### src/rtl/booth_mult_dispatcher.sv
// Request dispatcher for a Booth multiplier: issues start pulses, tracks caller tags
// in order, and buffers tagged results in a show-ahead FIFO until consumed.
module booth_mult_dispatcher #(
    parameter int WIDTH = 16,
    parameter int TAG_W = 4,
    parameter int DEPTH = 8
) (
    input  logic                 clk,
    input  logic                 rst,
    input  logic                 req_valid,
    output logic                 req_ready,
    input  logic [WIDTH-1:0]     req_a,
    input  logic [WIDTH-1:0]     req_b,
    input  logic [1:0]           req_mode,
    input  logic [TAG_W-1:0]     req_tag,
    output logic                 mul_start,
    output logic [WIDTH-1:0]     mul_multiplicand,
    output logic [WIDTH-1:0]     mul_multiplier,
    output logic [1:0]           mul_sign_mode,
    input  logic                 mul_busy,
    input  logic                 mul_done,
    input  logic [2*WIDTH-1:0]   mul_product,
    output logic                 rsp_valid,
    input  logic                 rsp_ready,
    output logic [2*WIDTH-1:0]   rsp_product,
    output logic [TAG_W-1:0]     rsp_tag,
    output logic                 err_unexpected_done
);

    localparam int AW = $clog2(DEPTH);
    localparam int PW = AW + 1;
    localparam int RW = 2 * WIDTH + TAG_W;

    // Occupancy covers everything from accept until the result is consumed,
    // so bounding it by DEPTH keeps both FIFOs from overflowing.
    logic [PW-1:0]        occ_reg, occ_next;

    logic                 mul_start_reg;
    logic [WIDTH-1:0]     mul_a_reg, mul_b_reg;
    logic [1:0]           mul_mode_reg;
    logic                 err_reg;

    logic [TAG_W-1:0]     tag_mem [DEPTH];
    logic [PW-1:0]        tag_wr_ptr_reg, tag_rd_ptr_reg;
    logic                 tag_empty, tag_full;

    logic [RW-1:0]        res_mem [DEPTH];
    logic [PW-1:0]        res_wr_ptr_reg, res_rd_ptr_reg;
    logic                 res_empty, res_full;

    logic                 accept;
    logic                 res_push;
    logic                 rsp_pop;
    logic                 stray_done;
    logic [RW-1:0]        res_head;

    assign req_ready  = !rst && !mul_busy && (occ_reg < PW'(DEPTH));
    assign accept     = req_valid && req_ready;

    assign tag_empty  = (tag_wr_ptr_reg == tag_rd_ptr_reg);
    assign tag_full   = (tag_wr_ptr_reg[AW] != tag_rd_ptr_reg[AW]) &&
                        (tag_wr_ptr_reg[AW-1:0] == tag_rd_ptr_reg[AW-1:0]);
    assign res_empty  = (res_wr_ptr_reg == res_rd_ptr_reg);
    assign res_full   = (res_wr_ptr_reg[AW] != res_rd_ptr_reg[AW]) &&
                        (res_wr_ptr_reg[AW-1:0] == res_rd_ptr_reg[AW-1:0]);

    // A completion pairs with the oldest outstanding tag; without one it is dropped.
    assign res_push   = mul_done && !tag_empty;
    assign stray_done = mul_done && tag_empty;
    assign rsp_pop    = rsp_valid && rsp_ready;

    always_comb begin
        occ_next = occ_reg;
        case ({accept, rsp_pop})
            2'b10:   occ_next = occ_reg + PW'(1);
            2'b01:   occ_next = occ_reg - PW'(1);
            default: occ_next = occ_reg;
        endcase
    end

    always_ff @(posedge clk) begin
        if (rst) begin
            occ_reg        <= '0;
            mul_start_reg  <= 1'b0;
            mul_a_reg      <= '0;
            mul_b_reg      <= '0;
            mul_mode_reg   <= '0;
            err_reg        <= 1'b0;
            tag_wr_ptr_reg <= '0;
            tag_rd_ptr_reg <= '0;
            res_wr_ptr_reg <= '0;
            res_rd_ptr_reg <= '0;
        end else begin
            occ_reg       <= occ_next;
            mul_start_reg <= accept;
            if (accept) begin
                mul_a_reg      <= req_a;
                mul_b_reg      <= req_b;
                mul_mode_reg   <= req_mode;
                tag_wr_ptr_reg <= tag_wr_ptr_reg + PW'(1);
            end
            if (res_push) begin
                tag_rd_ptr_reg <= tag_rd_ptr_reg + PW'(1);
                res_wr_ptr_reg <= res_wr_ptr_reg + PW'(1);
            end
            if (rsp_pop) begin
                res_rd_ptr_reg <= res_rd_ptr_reg + PW'(1);
            end
            if (stray_done) begin
                err_reg <= 1'b1;
            end
            assert (!(res_push && res_full));
            assert (!(accept && tag_full));
        end
    end

    // Storage arrays carry no reset; the pointers alone define valid contents.
    always_ff @(posedge clk) begin
        if (accept) begin
            tag_mem[tag_wr_ptr_reg[AW-1:0]] <= req_tag;
        end
        if (res_push) begin
            res_mem[res_wr_ptr_reg[AW-1:0]] <= {mul_product, tag_mem[tag_rd_ptr_reg[AW-1:0]]};
        end
    end

    assign res_head            = res_mem[res_rd_ptr_reg[AW-1:0]];
    assign rsp_valid           = !res_empty;
    assign rsp_product         = res_head[RW-1:TAG_W];
    assign rsp_tag             = res_head[TAG_W-1:0];

    assign mul_start           = mul_start_reg;
    assign mul_multiplicand    = mul_a_reg;
    assign mul_multiplier      = mul_b_reg;
    assign mul_sign_mode       = mul_mode_reg;
    assign err_unexpected_done = err_reg;

endmodule

### config.mk
export PLATFORM = sky130hd
export DESIGN_NAME = booth_mult_dispatcher
export DESIGN_NICKNAME = d
export VERILOG_FILES = /design/src/rtl/booth_mult_dispatcher.sv
export SDC_FILE = /design/constraint.sdc
export NUM_CORES = 1
export LEC_CHECK = 0
export CORE_ASPECT_RATIO = 0.5
export CORE_UTILIZATION = 55
export CTS_BUF_LIST = sky130_fd_sc_hd__clkbuf_8 sky130_fd_sc_hd__clkbuf_16
export CTS_CLUSTER_SIZE = 10
export DETAILED_ROUTE_END_ITERATION = 6
export PLACE_DENSITY = 0.82
export SLEW_MARGIN = 5
export SYNTH_ARGS = -nofsm -noshare
export SYNTH_HDL_FRONTEND = slang
export SYNTH_SLANG_ARGS = --single-unit
### constraint.sdc
create_clock -name clk -period 7.2 [get_ports clk]
set_input_delay 1.44 -clock clk [delete_from_list [all_inputs] [get_ports clk]]
set_output_delay 1.44 -clock clk [all_outputs]
set_load 0.02 [all_outputs]
### Word level (Yosys, flattened, before mapping)

Memories as Yosys holds them, arrays and structs flattened. A register that Yosys moved wholly into a read port is not among the register bits.
Index checks and enable logic that the tools add are counted.

* add/sub/neg operators: 6
* order comparisons: 1
* eq/ne operators: 4
* muxes and demuxes: 9
* reductions and logical operators: 11

Operator list (count)
* $add A4 B1 Y4 const B: 5
* $mux W3: 4
* $eq A4 B4 Y1: 2
* $pmux W4 S2: 1
* $logic_and A1 B1 Y1: 6
* $logic_not A1 Y1: 4
* $lt A4 B4 Y1 const B: 1
* $mux W1: 4
* $sub A4 B1 Y4 const B: 1
* $eq A2 B1 Y1 const B: 1
* $eq A2 B2 Y1 const B: 1
* $reduce_bool A2 Y1: 1

* flip-flop bits (word level): 56
* memory bits (writable): 320
* input port bits: 76
* word-level logic and storage cells: 43
* memories: 2

Memory list
* res_mem: words 8, width 36, rd ports 1, clocked after memory_dff 1, write ports 1, RTL line 47 `logic [RW-1:0] res_mem [DEPTH];`
* tag_mem: words 8, width 4, rd ports 1, clocked after memory_dff 1, write ports 1, RTL line 43 `logic [TAG_W-1:0] tag_mem [DEPTH];`

### Logic depth before layout (Yosys ltp)

Gate-level depths: netlist (run 1).

* depth after elaboration: 6
* depth in mapped cells: 11
* gate-level depth less buffers: 10

### Worst setup path after synthesis (run 1)

OpenSTA, ideal clock, no wires.

* path kind: input to register
* from: in mul_done
* to: mem res_mem[4][0] in the netlist's numbering (enable)
* library setup time: 520 ps
* arrival: 4996 ps
* required time: 6680 ps
* setup slack: 1685 ps
* cell stages on the path: 2
* path buffers: 0
* cells stage by stage: nand2_1 > nor4_1

* longest elaborated chain between the ends: 3

Ends and longest elaborated chain
* start: declaration: RTL line 21 `input logic mul_done,`
* $logic_and A1 B1 Y1: RTL line 68 `assign res_push = mul_done && !tag_empty;`
* $mux W1: RTL line 122 `if (res_push) begin`
* $mux W1 (not written as such): RTL line 123 `res_mem[res_wr_ptr_reg[AW-1:0]] <= {mul_product, tag_mem[tag_rd_ptr_reg[AW-1:0]]};`
* end: declaration: RTL line 47

No other way between the ends.

==> flow_metrics.env, run 1 <==
export IMPL_status="finished, final reports clean"
export IMPL_rrSetupSlack_ns=4.33
export IMPL_synth_most_common_cell="edfxtp_1"
export IMPL_clkLatencyLatePin_ns=0.53
export IMPL_vias=7540
export IMPL_cts_tree="built"
export IMPL_yosys_area_share_simple_pct=4.108
export IMPL_fp_row_count=41
export IMPL_synth_flop_cell="edfxtp_1"
export IMPL_diodes=0
export IMPL_wl_per_cell_um=22.64
export IMPL_maxCapViolations=0
export IMPL_met3_usage_pct=5.451
export IMPL_critPathLaunchType="register"
export IMPL_largest_reg_flops=288
export IMPL_die_area_um2=27050
export IMPL_hold_path_class="reg -> reg"
export IMPL_hold_buffers=0
export IMPL_clk_pin_slew_worst_paths_ns=0.05
export IMPL_clockBufferDepth=3
export IMPL_cts_root_buf="clkbuf_16"
export IMPL_cts_buffers=44
export IMPL_initial_core_util_pct=56.75
export IMPL_layout_cells_non_filler=1288
export IMPL_grt_max_degree=73
export IMPL_grt_use_total_pct=22.10
export IMPL_ys_ff_latch=382
export IMPL_period_share_pct=69.60
export IMPL_relSlewSlack_pct=27.16
export IMPL_leakage_nw=5.552
export IMPL_ys_warn_count=0
export IMPL_grt_pass1_vias=7874
export IMPL_min_path_cells=2
export IMPL_synthXorXnorAreaFrac_pct=0.9665
export IMPL_grt_util_met2_pct=37.94
export IMPL_use_met1_pct=28.57
export IMPL_final_nets=1014
export IMPL_cts_num_sinks=382
export IMPL_final_setup_viol_count=0
export IMPL_hpwl_mm=15.21
export IMPL_drive_gt1_share_pct=20.55
export IMPL_postSynth_asyncResetShare_pct=0
export IMPL_grt_pass1_wl_mm=44.30
export IMPL_dieWidth_um=231.6
export IMPL_hold_violations=0
export IMPL_synth_top_cell_by_area="edfxtp_1"
export IMPL_p_per_area_nw_per_um2=281.6
export IMPL_vias_per_cell=5.854
export IMPL_final_max_slew_viol_count=0
export IMPL_placed_cells=1229
export IMPL_fmax_mhz=199.5
export IMPL_first_pass_iters=5
export IMPL_drc=0
export IMPL_synth_area_per_cell_um2=18.90
export IMPL_synthAdderAreaFrac_pct=0.6041
export IMPL_gp_congestion=0.7584
export IMPL_hold_start="mul_multiplier[9]"
export IMPL_synth_area_leaders="edfxtp_1 (66%), mux4_2 (12%), dfxtp_1 (8.6%)"
export IMPL_cts_resized=0
export IMPL_drt_iter0_drc=605
export IMPL_area_growth_pct=21.08
export IMPL_yosysSeqAreaShare_pct=74.84
export IMPL_peakVddDrop_v=0.0001814
export IMPL_h_tree_depth=2
export IMPL_synth_area_um2=14500
export IMPL_tns_ns=0
export IMPL_core_area_um2=25550
export IMPL_synth_edf_count=320
export IMPL_antenna_found_initial=0
export IMPL_io_pins=150
export IMPL_die_y_um=116.8
export IMPL_synth_common_cells="edfxtp_1 (320), mux4_2 (80), nand2_1 (79), dfxtp_1 (62), a21oi_1 (45)"
export IMPL_min_period_ns=5.011
export IMPL_skew_ns=0.009849
export IMPL_synth_compound_area_share_pct=2.080
export IMPL_worstReg2RegEnd="occ_reg[2]"
export IMPL_grt_overflow_total=0
export IMPL_cts_setup_buffers=0
export IMPL_io_buffers=149
export IMPL_end_kind="output port"
export IMPL_crit_reg2reg_launch="occ_reg[3]"
export IMPL_synthCells=767
export IMPL_cp_arrival_ns=3.57
export IMPL_drt_total_wl_mm=29.17
export IMPL_yosysTopAreaCellShare_pct=66.28
export IMPL_path_max_fanout=55
export IMPL_synth_area_mux_share_pct=15.81
export IMPL_required_ns=5.76
export IMPL_worstMarginPinSlew_ns=1.093
export IMPL_synth_top_family_by_area="multiplexers"
export IMPL_hold_end="mul_multiplier[9]"
export IMPL_top_usage_layer="met2"
export IMPL_path_class="reg -> out"
export IMPL_ant_nets=0
export IMPL_synth_net_count=850
export IMPL_rsz0062_at_grt="false"
export IMPL_worstRegToRegCells=11
export IMPL_synth_distinct_cells=35
cells in the final DEF, fill, tap and decap left out, drive strengths merged, types with 5 or more instances in the layout:
| cell | synthesis | final |
|---|---|---|
| nand2 | 79 | 79 |
| clkbuf | 19 | 44 |
| a21oi | 45 | 45 |
| buf | 24 | 13 |
| or3 | 7 | 7 |
| nor2 | 19 | 19 |
| mux4 | 80 | 80 |
| xor2 | 7 | 7 |
| xnor2 | 9 | 9 |
| nor3 | 9 | 9 |
| clkdlybuf4s50 | 0 | 148 |
| ha | 7 | 7 |
| nand2b | 5 | 5 |
| inv | 5 | 19 |
| dfxtp | 62 | 62 |
| mux2 | 40 | 40 |
| o21ai | 8 | 8 |
| edfxtp | 320 | 320 |
area by class of cell:
type	count	area [µm²]
flip-flops and latches	382	10860
multi-input cells	337	3475
fillers	1560	7991
well taps	344	430.4
clock inverters	15	95.09
repair buffers	161	1577
clock buffers	44	1101
inverters	5	18.77
worst max-delay path by stage:
stage / end / cells after the start / slack (ns)
5_1_grt: rsp_product[5] / 4 / 1.91
4_1_cts: rsp_product[5] / 4 / 2.06
3_3_place_gp: rsp_product[22] / 4 / 2.70
6_report: rsp_product[5] / 4 / 2.19
2_1_floorplan: res_mem[4][0] / 2 / 1.68
3_5_place_dp: rsp_product[10] / 4 / 2.67
critical path, cell delays in order, from the launching register on:
cell             delay, ns
dfxtp_4               1.07
buf_4                 0.50
mux4_2                0.57
mux2_2                0.31
clkdlybuf4s50_1       0.55
layer usage:
| layer | wire length, µm | vias up |
|---|---|---|
| li1 | - | 3340 |
| met1 | 11870 | 3844 |
| met2 | 14790 | 303 |
| met3 | 1927 | 53 |
| met4 | 583 | 0 |
| met5 | 0 | - |
cell families after synthesis:
group,after synthesis
adder cells (fa/ha/maj),7
AND/OR/NAND/NOR,133
XOR/XNOR,16
buffers and inverters,48
flip-flops,382
multiplexers,124
AO/OA/AOI/OAI,57
metrics by stage:
stage / area [µm²] / util, % / hold WS [ns] / setup slack, ns / total power [mW]
2_1_floorplan: 14500 / - / 0.4557 / 1.685 / 2.878
3_3_place_gp: 16360 / 64.04 / 0.4407 / 2.697 / 3.073
3_5_place_dp: 16360 / 64.04 / 0.4494 / 2.673 / 3.089
4_1_cts: 17560 / 68.72 / 0.4523 / 2.057 / 4.990
5_1_grt: 17560 / 68.72 / 0.4711 / 1.906 / 5.115
6_report: 17560 / 68.72 / 0.4516 / 2.189 / 4.944
power breakdown:
group / leakage (nW) / switching, mW / internal (mW)
Combinational: 1.54 / 0.236 / 0.300
Sequential: 3.39 / 0.0689 / 2.44
Clock: 0.627 / 0.806 / 1.09
Total: 5.55 / 1.11 / 3.83
No activity file was read; power rests on OpenSTA's default activity.
==> run 2, diff against run 1 <==
==> constraint.sdc (replaced) <==
create_clock -name clk -period 4.9 [get_ports clk]
set_input_delay 0.98 -clock clk [delete_from_list [all_inputs] [get_ports clk]]
set_output_delay 0.98 -clock clk [all_outputs]
set_load 0.02 [all_outputs]
==> run 2 against run 1 <==
Setup slack got worse by 1.4 ns. Critical path depth did not move. Critical path type unchanged. Final cell count rose by 0.23%. Cell area is 0.33% higher. Routed wire length shrank 0.73%.
==> flow_metrics.env, run 2 (synthesis gave the netlist of run 1 again) <==
export IMPL_gp_congestion=0.7263
export IMPL_skew_ns=0.01388
export IMPL_cts_resized=0
export IMPL_drc=0
export IMPL_fp_row_count=41
export IMPL_peakVddDrop_v=0.0002279
export IMPL_crit_reg2reg_launch="res_wr_ptr_reg[0]"
export IMPL_slowest_stage="dfxtp_4"
export IMPL_critPathLaunchType="register"
export IMPL_antenna_found_initial=0
export IMPL_first_pass_iters=4
export IMPL_drt_iter0_drc=565
export IMPL_cts_setup_buffers=0
export IMPL_leakage_nw=5.581
export IMPL_min_period_ns=4.065
export IMPL_grt_use_total_pct=22.14
export IMPL_path_max_fanout=49
export IMPL_hold_end="mul_multiplier[10]"
export IMPL_seqPwrFrac_pct=50.1
export IMPL_switching_power_mw=1.608
export IMPL_finalCoreUtilization_pct=68.94
export IMPL_status="finished, final reports clean"
export IMPL_final_common_cell="edfxtp_1"
export IMPL_dieWidth_um=231.6
export IMPL_hold_violations=0
export IMPL_drt_total_wl_mm=28.95
export IMPL_min_path_cells=2
export IMPL_end_kind="output port"
export IMPL_crit_buf_inv=2
export IMPL_grt_pass1_vias=7860
export IMPL_path_class="reg -> out"
export IMPL_critPathTopFamily="buffers and inverters"
export IMPL_final_cell_mix="edfxtp_1 (320), clkdlybuf4s50_1 (148), mux4_2 (80)"
export IMPL_final_max_slew_viol_count=0
export IMPL_hold_buffers=0
export IMPL_io_pins=150
export IMPL_cp_cell_sequence="buf_12 > mux4_2 > mux2_2 > clkdlybuf4s50_1"
export IMPL_required_ns=3.92
export IMPL_pwr_share_clk_pct=38.7
export IMPL_rrSetupSlack_ns=2.30
export IMPL_ant_nets=0
export IMPL_initial_core_util_pct=56.75
export IMPL_cp_arrival_ns=3.08
export IMPL_core_area_um2=25550
export IMPL_clk_pin_slew_worst_paths_ns=0.06
export IMPL_switching_share_pct=22.02
export IMPL_io_buffers=149
export IMPL_clockBufferDepth=3
export IMPL_tns_ns=0
export IMPL_vias=7401
export IMPL_fmax_mhz=246.0
export IMPL_hpwl_mm=15.55
export IMPL_worstReg2RegEnd="occ_reg[2]"
export IMPL_die_area_um2=27050
export IMPL_maxCapViolations=0
export IMPL_worstRegToRegCells=10
export IMPL_relSlewSlack_pct=21.21
export IMPL_period_share_pct=82.96
export IMPL_area_growth_pct=21.48
export IMPL_final_setup_viol_count=0
export IMPL_cts_tree="built"
export IMPL_crit_path_max_incr_delay_ns=0.66
export IMPL_diodes=0
export IMPL_cts_root_buf="clkbuf_16"
export IMPL_die_y_um=116.8
export IMPL_h_tree_depth=2
export IMPL_clkLatencyLatePin_ns=0.53
export IMPL_grt_overflow_total=0
export IMPL_grt_pass1_wl_mm=44.30
export IMPL_hold_path_class="reg -> reg"
export IMPL_vias_per_cell=5.733
export IMPL_hold_start="mul_multiplier[10]"
export IMPL_pwr_share_comb_pct=11.2
export IMPL_wl_per_cell_um=22.43
export IMPL_worstMarginPinSlew_ns=1.182
export IMPL_internal_power_mw=5.692
export IMPL_drive_gt1_share_pct=20.59
export IMPL_cts_buffers=44
export IMPL_p_per_area_nw_per_um2=414.4
export IMPL_grt_max_degree=73
export IMPL_cts_num_sinks=382
export IMPL_largest_reg_flops=288
export IMPL_rsz0062_at_grt="false"
export IMPL_final_nets=1015
run 2: layout make-up:
class,count,area (µm²)
multi-input combinational,337,3483
inverter,5,18.77
tap,344,430.4
timing repair buffer,162,1597
clock inverter,15,73.82
clock buffer,46,1151
fill,1586,7934
sequential,382,10860
run 2: worst max-delay path by stage:
stage / depth (start not counted) / from / endpoint
floorplan: 3 / mul_done / res_mem[0][0]
global placement: 4 / register / rsp_product[2]
detailed placement: 4 / register / rsp_product[14]
CTS: 4 / register / rsp_product[14]
global route: 4 / register / rsp_product[14]
finish: 4 / register / rsp_product[14]
run 2: per-stage QoR:
stage	worst slack, ns	std cells	total power, mW	instance area [µm²]	hold WS (ns)
after detailed placement	1.355	1230	4.545	16390	0.4487
after global placement	1.335	1230	4.521	16390	0.4421
after floorplan	0.5377	767	4.229	14510	0.4557
after CTS	0.7502	1291	7.381	17610	0.4576
after global routing	0.6433	1291	7.548	17610	0.4782
final	0.8351	1291	7.299	17610	0.4560
run 2: worst reg2reg max path, stage by stage, from the launching register on:
cell and delay (ns):
dfxtp_1 0.56, xnor2_1 0.20, a41o_1 0.32, inv_1 0.11
ha_1 0.26, xor2_1 0.18, ha_1 0.19, a21oi_1 0.14
xor2_1 0.10, or3_1 0.33, a21oi_1 0.14
run 2: layer usage:
| layer | GRT usage (%) | part of all wire, % | up-vias |
|---|---|---|---|
| li1 | - | - | 3342 |
| met1 | 28.85 | 41 | 3764 |
| met2 | 38.00 | 51 | 244 |
| met3 | 4.821 | 5.7 | 51 |
| met4 | 7.061 | 2.3 | 0 |
| met5 | 0 | 0 | - |
run 2: power groups by stage:
| stage | clock [mW] | combinational [mW] | sequential, mW |
|---|---|---|---|
| 2_1_floorplan | 0 | 0.541 | 3.69 |
| 3_3_place_gp | 0 | 0.802 | 3.72 |
| 3_5_place_dp | 0 | 0.820 | 3.72 |
| 4_1_cts | 2.89 | 0.832 | 3.66 |
| 5_1_grt | 3.01 | 0.874 | 3.67 |
| 6_report | 2.82 | 0.818 | 3.66 |
